<file path="src/rtl/jtag_pkg.sv">
// Shared types for the JTAG USER-DR master: TAP step encoding,
// the Test-Logic-Reset length and a small sizing helper.
package jtag_pkg;

  typedef enum logic [3:0] {
    TLR,
    GO_RTI,
    IR_SELDR,
    IR_SELIR,
    IR_CAP,
    IR_SHIFT,
    IR_UPD,
    IR_RTI,
    IDLE,
    DR_SEL,
    DR_CAP,
    DR_ENTER,
    DR_SHIFT,
    DR_UPD,
    DR_RTI,
    RESP
  } tap_step_e;

  localparam int TLR_CYCLES = 5;

  function automatic int max3(
    input int a,
    input int b,
    input int c
  );
    int m;
    m = (a > b) ? a : b;
    return (m > c) ? m : c;
  endfunction

endpackage

</file>
<file path="src/rtl/jtag_tck_gen.sv">
// TCK prescaler: toggles tck every TCK_DIV clk cycles while run is high.
// Ports: clk, rst, run in; tck, rise_pulse, fall_pulse out.
module jtag_tck_gen #(
  parameter int unsigned TCK_DIV = 4
) (
  input  logic clk,
  input  logic rst,
  input  logic run,
  output logic tck,
  output logic rise_pulse,
  output logic fall_pulse
);

  localparam int CW = (TCK_DIV > 1) ? $clog2(TCK_DIV) : 1;

  logic [CW-1:0] cnt;
  logic          tc;

  assign tc = (cnt == CW'(TCK_DIV - 1));

  // Pulses mark the clk cycle whose closing edge moves tck.
  assign rise_pulse = run && tc && !tck;
  assign fall_pulse = run && tc && tck;

  always_ff @(posedge clk) begin
    if (rst || !run) begin
      cnt <= '0;
      tck <= 1'b0;
    end else if (tc) begin
      cnt <= '0;
      tck <= ~tck;
    end else begin
      cnt <= cnt + CW'(1);
    end
  end

endmodule

</file>
<file path="src/rtl/jtag_user_dr_master.sv">
// Host-side JTAG initiator: loads USER_IR once, then exchanges one
// WIDTH-bit word per request through the target's USER data register.
module jtag_user_dr_master
  import jtag_pkg::*;
#(
  parameter int                WIDTH   = 32,
  parameter int                IR_LEN  = 6,
  parameter logic [IR_LEN-1:0] USER_IR = 6'h22,
  parameter int unsigned       TCK_DIV = 4
) (
  input  logic             CLK,
  input  logic             RST,
  input  logic             request_enq__ENA,
  input  logic [WIDTH-1:0] request_enq_v,
  output logic             request_enq__RDY,
  output logic             response_enq__ENA,
  output logic [WIDTH-1:0] response_enq_v,
  input  logic             response_enq__RDY,
  output logic             TCK,
  output logic             TMS,
  output logic             TDI,
  input  logic             TDO
);

  localparam int MAXN = max3(WIDTH, IR_LEN, TLR_CYCLES);
  localparam int BW   = $clog2(MAXN + 1);

  tap_step_e         st;
  logic [BW-1:0]     bcnt;
  logic              last;
  logic              run;
  logic              rise;
  logic              fall;
  logic [WIDTH-1:0]  shreg;
  logic [IR_LEN-1:0] ir_sh;

  jtag_tck_gen #(
    .TCK_DIV (TCK_DIV)
  ) u_tck (
    .clk        (CLK),
    .rst        (RST),
    .run        (run),
    .tck        (TCK),
    .rise_pulse (rise),
    .fall_pulse (fall)
  );

  assign last              = (bcnt == BW'(1));
  assign request_enq__RDY  = (st == IDLE);
  assign response_enq__ENA = (st == RESP) && response_enq__RDY;
  assign response_enq_v    = shreg;

  // TMS/TDI for the next step are set on the fall that ends the
  // current step; run starts one cycle after a step sequence begins.
  always_ff @(posedge CLK) begin
    if (RST) begin
      st    <= TLR;
      bcnt  <= BW'(TLR_CYCLES);
      TMS   <= 1'b1;
      TDI   <= 1'b0;
      run   <= 1'b0;
      shreg <= '0;
      ir_sh <= '0;
    end else if (st == IDLE) begin
      if (request_enq__ENA) begin
        shreg <= request_enq_v;
        st    <= DR_SEL;
        TMS   <= 1'b1;
      end
    end else if (st == RESP) begin
      if (response_enq__RDY) st <= IDLE;
    end else if (!run) begin
      run <= 1'b1;
    end else begin
      if (rise && st == DR_SHIFT)
        shreg <= {TDO, shreg[WIDTH-1:1]};
      if (fall) begin
        unique case (st)
          TLR: begin
            if (last) begin
              st  <= GO_RTI;
              TMS <= 1'b0;
            end else begin
              bcnt <= bcnt - BW'(1);
            end
          end
          GO_RTI: begin
            st  <= IR_SELDR;
            TMS <= 1'b1;
          end
          IR_SELDR: begin
            st  <= IR_SELIR;
            TMS <= 1'b1;
          end
          IR_SELIR: begin
            st   <= IR_CAP;
            TMS  <= 1'b0;
            bcnt <= BW'(2);
          end
          IR_CAP: begin
            if (last) begin
              st    <= IR_SHIFT;
              bcnt  <= BW'(IR_LEN);
              TDI   <= USER_IR[0];
              ir_sh <= USER_IR >> 1;
              TMS   <= (IR_LEN == 1);
            end else begin
              bcnt <= bcnt - BW'(1);
            end
          end
          IR_SHIFT: begin
            if (last) begin
              st  <= IR_UPD;
              TMS <= 1'b1;
              TDI <= 1'b0;
            end else begin
              bcnt  <= bcnt - BW'(1);
              TDI   <= ir_sh[0];
              ir_sh <= ir_sh >> 1;
              TMS   <= (bcnt == BW'(2));
            end
          end
          IR_UPD: begin
            st  <= IR_RTI;
            TMS <= 1'b0;
          end
          IR_RTI: begin
            st  <= IDLE;
            run <= 1'b0;
          end
          DR_SEL: begin
            st  <= DR_CAP;
            TMS <= 1'b0;
          end
          DR_CAP: begin
            st  <= DR_ENTER;
            TMS <= 1'b0;
          end
          DR_ENTER: begin
            st   <= DR_SHIFT;
            bcnt <= BW'(WIDTH);
            TDI  <= shreg[0];
            TMS  <= (WIDTH == 1);
          end
          DR_SHIFT: begin
            if (last) begin
              st  <= DR_UPD;
              TMS <= 1'b1;
              TDI <= 1'b0;
            end else begin
              bcnt <= bcnt - BW'(1);
              TDI  <= shreg[0];
              TMS  <= (bcnt == BW'(2));
            end
          end
          DR_UPD: begin
            st  <= DR_RTI;
            TMS <= 1'b0;
          end
          DR_RTI: begin
            st  <= RESP;
            run <= 1'b0;
          end
          default: ;
        endcase
      end
    end
  end

endmodule

</file>
<file path="config.mk">
export PLATFORM = sky130hd
export DESIGN_NAME = jtag_user_dr_master
export DESIGN_NICKNAME = d
export VERILOG_FILES = /design/src/rtl/jtag_pkg.sv /design/src/rtl/jtag_tck_gen.sv /design/src/rtl/jtag_user_dr_master.sv
export SDC_FILE = /design/constraint.sdc
export NUM_CORES = 1
export LEC_CHECK = 0
export CAP_MARGIN = 20
export CORE_AREA = 2 2 88 81
export CTS_CLUSTER_DIAMETER = 60
export CTS_CLUSTER_SIZE = 20
export DETAILED_ROUTE_END_ITERATION = 8
export DIE_AREA = 0 0 90 83
export GPL_TIMING_DRIVEN = 0
export PLACE_DENSITY_LB_ADDON = 0.25
export SLEW_MARGIN = 20
export SYNTH_ARGS = -nofsm -noshare
export SYNTH_HDL_FRONTEND = slang
export SYNTH_HIERARCHICAL = 1
export SYNTH_SLANG_ARGS = --single-unit
</file>
<file path="constraint.sdc">
create_clock -name CLK -period 5.83 [get_ports CLK]
set_input_delay 1.166 -clock CLK [delete_from_list [all_inputs] [get_ports CLK]]
set_output_delay 1.166 -clock CLK [all_outputs]
set_load 0.005 [all_outputs]
</file>
==> metrics.md, run 1 <==
| Metric | Value |
|---|---|
| Final setup fails | 0 |
| Arrival time worst endpoint | 2580 ps |
| Clock transition at path regs | 100 ps |
| Main synth FF type | dfxtp_1 |
| Worst-Margin Slew | 647 ps |
| Commonest cells in the netlist | dfxtp_1 (53), nor2_1 (53), a211oi_1 (36) |
| FF/Latch Area | 1060 µm² |
| Hold_ws | 433 ps |
| Status | completed |
| Logic pwr share | 6.0% |
| Unique cell type count in the Yosys netlist | 55 |
| Area of the core | 6520 µm² |
| Synth Instances | 338 |
| Die Ht | 83 µm |
| Tmin final | 3740 ps |
| Initial DRC Count | 146 |
| Max-slew headroom | 56.5% |
| TritonCTS clock tree | built |
| Worst IR Drop VDD | 0.0000971 V |
| Sw frac | 22.6% |
| Number of global-route vias before repair | 2,652 |
| Multi-input gate area in the final layout | 1680 µm² |
| Element type at the critical path start | register |
| Resized Gates After CTS | 0 |
| Num CTS Buffers | 5 |
| First-pass GRT wire length | 12,700 µm |
| DR WL/cell | 15.0 µm |
| Max Buffers Root-to-Sink | 2 |
| Cell area power density | 164 nW/µm² |
| Largest net degree at the start of global routing | 16 |
| CP required | 4660 ps |
| Syn nets | 379 |
| Routed WL | 7600 µm |
| Period utilisation layout | 64.2% |
| NetSw | 142 µW |
| GPL Wtd Cong | 0.884 |
| Crit end category | primary output |
| DR vias/cell | 5.49 |
| Final Skew | 9.18 ps |
| Post-route ant nets | 0 |
| Clock share of power | 35.2% |
| Sequential share of power | 58.8% |
| Gr usage total | 20.3% |
| CTS Hold Bufs | 0 |
| Worst hold-check path type | reg -> reg |
| Placed cells | 501 |
| Synth top area share | 36.9% |
| First drt pass iteration count | 5 |
| Final hold vios | 0 |
| Drt drc | 0 |
| RSZ-0062 raised after global routing | no |
| Max Cap Violations | 0 |
| Leakage Power | 0.00118 µW |
| Row count | 28 |
| Worst Setup Path Type | reg -> out |
| Clk sinks | 53 |
| I/O pin cnt | 74 |
| CP max FO | 10 |
| Cell Int Power | 484 µW |
| Root Driver | clkbuf_8 |
| TNS Setup | 0 ps |
| Post-synth EDFFs | 0 |
| Async S/R FF share, synth | 0% |
| Sequential share of the synthesized area | 36.9% |
| # diodes | 0 |
| Htree depth | 2 |
| Initial core utilization | 44.1% |
| Register bit count reported by yosys | 53 |
| Max Fclk | 267 MHz |
| Post-synth top area cell | dfxtp_1 |
| Die Area | 7470 µm² |
| Nets@finish | 459 |
| Ranking of synthesized cells by area | dfxtp_1 (37%), mux2i_1 (11%), a211oi_1 (9.4%) |
| Layout area overhead | 32.5% |
| Die width | 90 µm |
| Grt ovf | 0 |
| Worst-skew pair later-pin latency | 310 ps |
| Filler cells | 626 |
| Post-Syn Area per Cell | 8.51 µm² |
| Via count | 2,788 |
| Final slew viol count | 0 |
| Layout cells sized above 1 | 4.78% |
| Post-synthesis instance area | 2880 µm² |
| IO Port Bufs | 73 |
| HPWL Detailed | 5410 µm |
| Initial antenna violation count | 0 |
| Post-CTS setup buffer count | 0 |
| YS warnings | 6 |
| Fin cells | 508 |
[layout by cell type, fill, tap and decap left out, types with 3 or more instances in the layout]
cell	synthesis	layout
a211oi_1	36	36
nor3_1	5	5
a21oi_1	16	16
nand3b_1	3	3
nand2_1	12	12
and3_1	3	3
buf_2	6	6
o21ai_0	9	9
nor2b_1	5	5
clkbuf_8	0	6
nor2_1	53	53
clkbuf_1	22	22
clkdlybuf4s50_1	0	73
ha_1	4	4
nand3_1	10	10
dfxtp_1	53	53
o211ai_1	3	3
mux2i_1	33	33
nand2b_1	7	7
inv_1	6	6
o21a_1	3	3
[final cells by class]
| type | instances | area share [%] |
|---|---|---|
| multi-input combinational | 250 | 44.0 |
| timing repair buffer | 73 | 19.2 |
| buffer | 29 | 3.06 |
| tap | 90 | 2.96 |
| sequential | 53 | 27.9 |
| clock buffer | 6 | 2.17 |
| inverter | 6 | 0.591 |
| clock inverter | 1 | 0.197 |
[worst max-delay path, cell delays in order, from the launching register on]
cell             delay (ps)
dfxtp_1                 330
clkbuf_1                210
nor4b_1                 330
clkbuf_1                460
buf_2                   380
clkdlybuf4s50_1         560
[registers in the layout, summed over array words and instances (netlist names)]
| register | cells |
|---|---|
| ir_sh | 5 |
| bcnt | 6 |
| run | 1 |
| st | 4 |
| response_enq_v | 32 |
| TDI | 1 |
| TMS | 1 |
| u_tck/tck | 1 |
| u_tck/cnt | 2 |
[logic make-up (layout without fill, tap and decap cells)]
family,after synthesis,count (layout),share of synthesized area [%]
AND/OR/NAND/NOR,123,123,22.5
AO/OA/AOI/OAI,87,87,21.7
flip-flops,53,53,36.9
buffers and inverters,35,115,4.83
multiplexers,33,33,11.5
adder cells (fa/ha/maj),4,4,1.74
XOR/XNOR,3,3,0.914
[through the flow]
step	utilization, %	total power [µW]	setup slack [ps]	instance area, µm²
after floorplan	-	385	3340	2880
after global placement	57.1	413	2380	3720
after detailed placement	57.1	413	2370	3720
after CTS	58.4	629	2100	3810
after global routing	58.4	643	1910	3810
final	58.4	625	2090	3810
[path summary, 6_finish.rpt]
kind | slack [ps] | end | startpoint | cells past startpoint
min | 430 | u_tck/cnt[0] | u_tck/cnt[0] | 1
max reg2reg | 3400 | response_enq_v[13] | st[2] | 7
min reg2reg | 430 | u_tck/cnt[0] | u_tck/cnt[0] | 1
max | 2090 | request_enq__RDY | st[1] | 5
[metal layers]
layer / up-vias / GRT usage (%) / share of wire [%]
met3: 9 / 5.72 / 7.6
met1: 1293 / 27.8 / 47
met5: - / 0 / 0
li1: 1396 / - / -
met4: 0 / 4.90 / 1.3
met2: 90 / 31.6 / 44
[power by group through the flow]
stage,registers (µW),logic (µW),clock network (µW)
5_1_grt,368,40.5,234
3_3_place_gp,376,37.2,0
4_1_cts,367,37.8,224
6_report,367,37.5,220
2_1_floorplan,375,9.70,0
3_5_place_dp,376,37.6,0
No activity file was read; power rests on OpenSTA's default activity.
==> run 2: changes to the inputs <==
--- a/config.mk
+++ b/config.mk
@@ -6,11 +6,11 @@
 export NUM_CORES = 1
 export LEC_CHECK = 0
 export CAP_MARGIN = 20
-export CORE_AREA = 2 2 88 81
+export CORE_AREA = 2 2 89 82
 export CTS_CLUSTER_DIAMETER = 60
 export CTS_CLUSTER_SIZE = 20
 export DETAILED_ROUTE_END_ITERATION = 8
-export DIE_AREA = 0 0 90 83
+export DIE_AREA = 0 0 91 84
 export GPL_TIMING_DRIVEN = 0
 export PLACE_DENSITY_LB_ADDON = 0.25
 export SLEW_MARGIN = 20
==> constraint.sdc (replaced) <==
create_clock -name CLK -period 3.4 [get_ports CLK]
set_input_delay 0.68 -clock CLK [delete_from_list [all_inputs] [get_ports CLK]]
set_output_delay 0.68 -clock CLK [all_outputs]
set_load 0.005 [all_outputs]
==> metrics.md, run 2 (synthesized netlist as in run 1, its figures left out) <==
| Metric | Value |
|---|---|
| # diodes | 0 |
| TNS Setup | 0 ps |
| Via count | 2,838 |
| Element type at the critical path start | register |
| Reg2Reg Setup Slack | 1000 ps |
| HPWL Detailed | 5580 µm |
| Critical path's top delay family | buffers and inverters |
| GPL Wtd Cong | 0.926 |
| Num CTS Buffers | 5 |
| Tmin final | 3060 ps |
| Worst hold-check path type | reg -> reg |
| Root Driver | clkbuf_8 |
| Htree depth | 2 |
| Max Fclk | 326 MHz |
| Max incr delay on CP | 570 ps |
| Filler cells | 675 |
| Final hold vios | 0 |
| Nets@finish | 459 |
| TritonCTS clock tree | built |
| I/O pin cnt | 74 |
| Gr usage total | 19.9% |
| Worst hold start | u_tck/cnt[0] |
| Initial antenna violation count | 0 |
| R2R depth | 7 |
| Routed WL | 7680 µm |
| Hold EP | u_tck/cnt[0] |
| Die Area | 7640 µm² |
| Drt drc | 0 |
| Final slew viol count | 0 |
| Final setup fails | 0 |
| Commonest non-fill, non-tap cells in the layout | clkdlybuf4s50_1 (73), dfxtp_1 (53), nor2_1 (53), a211oi_1 (36), mux2i_1 (33) |
| Die Ht | 84 µm |
| Area of the core | 6820 µm² |
| Post-route ant nets | 0 |
| Arrival time worst endpoint | 2380 ps |
| CP bufs+invs | 4 |
| Die width | 91 µm |
| Final Skew | 12.8 ps |
| Clock transition at path regs | 100 ps |
| Layout cells sized above 1 | 5.25% |
| Largest net degree at the start of global routing | 19 |
| R2R Path End | response_enq_v[18] |
| Worst reg2reg startpoint | st[2] |
| Cell area power density | 282 nW/µm² |
| CP max FO | 10 |
| CP max stage cell | clkdlybuf4s50_1 |
| Worst IR Drop VDD | 0.000198 V |
| IO Port Bufs | 73 |
| Number of global-route vias before repair | 2,847 |
| Crit end category | primary output |
| Commonest non-fill, non-tap cell in the layout | clkdlybuf4s50_1 |
| Worst-skew pair later-pin latency | 310 ps |
| Layout area overhead | 32.8% |
| Worst-Margin Slew | 620 ps |
| DR WL/cell | 15.0 µm |
| Initial DRC Count | 104 |
| Max-slew headroom | 58.3% |
| CP required | 2720 ps |
| Worst Setup Path Type | reg -> out |
| Post-CTS setup buffer count | 0 |
| Max reg flops | 32 |
| First drt pass iteration count | 4 |
| Status | completed |
| End-of-flow core utilization | 56.0% |
| Max Buffers Root-to-Sink | 2 |
| Leakage Power | 0.00119 µW |
| Initial core utilization | 42.1% |
| Grt ovf | 0 |
| FF/Latch Area | 1060 µm² |
| RSZ-0062 raised after global routing | no |
| First-pass GRT wire length | 12,900 µm |
| Multi-input gate area in the final layout | 1680 µm² |
| Max Cap Violations | 0 |
| Clk sinks | 53 |
| DR vias/cell | 5.54 |
| Hold_ws | 437 ps |
| Row count | 29 |
| Period utilisation layout | 90.1% |
| CP Cell Sequence | clkbuf_1, nor4b_1, clkbuf_2, buf_2, clkdlybuf4s50_1 |
| WHS Path Cells | 1 |
==> run 2: cell count changes in the layout (fill, tap and decap cells not counted), sizes merged <==
cell | before | now
clkbuf | 28 | 27
clkinv | 0 | 1
inv | 6 | 7
==> run 2: metal layers <==
layer  vias to the layer above  wire [µm]  GRT usage (%)
met4                         0         59           5.65
met5                         -          0              0
met3                         7        481           5.06
met2                        73       3660           33.4
met1                      1356       3470           25.3
li1                       1402          -              -
==> run 2: what timing repair did <==
item | 4_1_cts | 5_1_grt
hold buffers | 0 | 0
resized for setup | 0 | 2
endpoints found under the hold margin | 0 | 0
setup endpoints to repair | 0 | 1
==> run 2: worst max-delay path by stage <==
stage                     slack [ps]  start          endpoint  cells after the start
after floorplan                 1400  st[1]  request_enq__RDY                      4
after global placement           520  st[1]  request_enq__RDY                      5
after detailed placement         490  st[1]  request_enq__RDY                      5
after CTS                        140  st[1]  request_enq__RDY                      5
after global routing             190  st[1]  request_enq__RDY                      5
final                            340  st[1]  request_enq__RDY                      5
==> run 2: report_power, final <==
| group | leakage, µW | switching [µW] | internal [µW] | total [µW] |
|---|---|---|---|---|
| registers | 0.000428 | 6.27 | 624 | 631 |
| clock network | 0.0000447 | 233 | 150 | 383 |
| logic | 0.000715 | 20.3 | 43.5 | 63.8 |
==> run 2: final cells by class <==
class	count	area share, %
sequential	53	27.8
clock inverter	3	0.656
multi-input combinational	250	43.9
inverter	6	0.590
timing repair buffer	73	19.1
clock buffer	5	1.80
buffer	29	3.08
tap	93	3.05
==> run 2: per-stage QoR <==
step	std cells	instance area, µm²	setup WS [ps]	total power, µW
6_report	512	3820	337	1080
5_1_grt	512	3820	186	1110
4_1_cts	512	3820	140	1080
3_5_place_dp	504	3720	494	709
3_3_place_gp	504	3720	520	708
2_1_floorplan	338	2880	1400	660
==> run 3: changes to the inputs <==
--- a/config.mk
+++ b/config.mk
@@ -7,13 +7,14 @@
 export LEC_CHECK = 0
 export CAP_MARGIN = 20
 export CORE_AREA = 2 2 89 82
+export CTS_BUF_LIST = sky130_fd_sc_hd__clkbuf_8 sky130_fd_sc_hd__clkbuf_16
 export CTS_CLUSTER_DIAMETER = 60
 export CTS_CLUSTER_SIZE = 20
 export DETAILED_ROUTE_END_ITERATION = 8
 export DIE_AREA = 0 0 91 84
 export GPL_TIMING_DRIVEN = 0
 export PLACE_DENSITY_LB_ADDON = 0.25
-export SLEW_MARGIN = 20
+export SLEW_MARGIN = 5
 export SYNTH_ARGS = -nofsm -noshare
 export SYNTH_HDL_FRONTEND = slang
 export SYNTH_HIERARCHICAL = 1
==> results of run 3 <==
Final layout, timing and power as in run 2 (identical DEF).
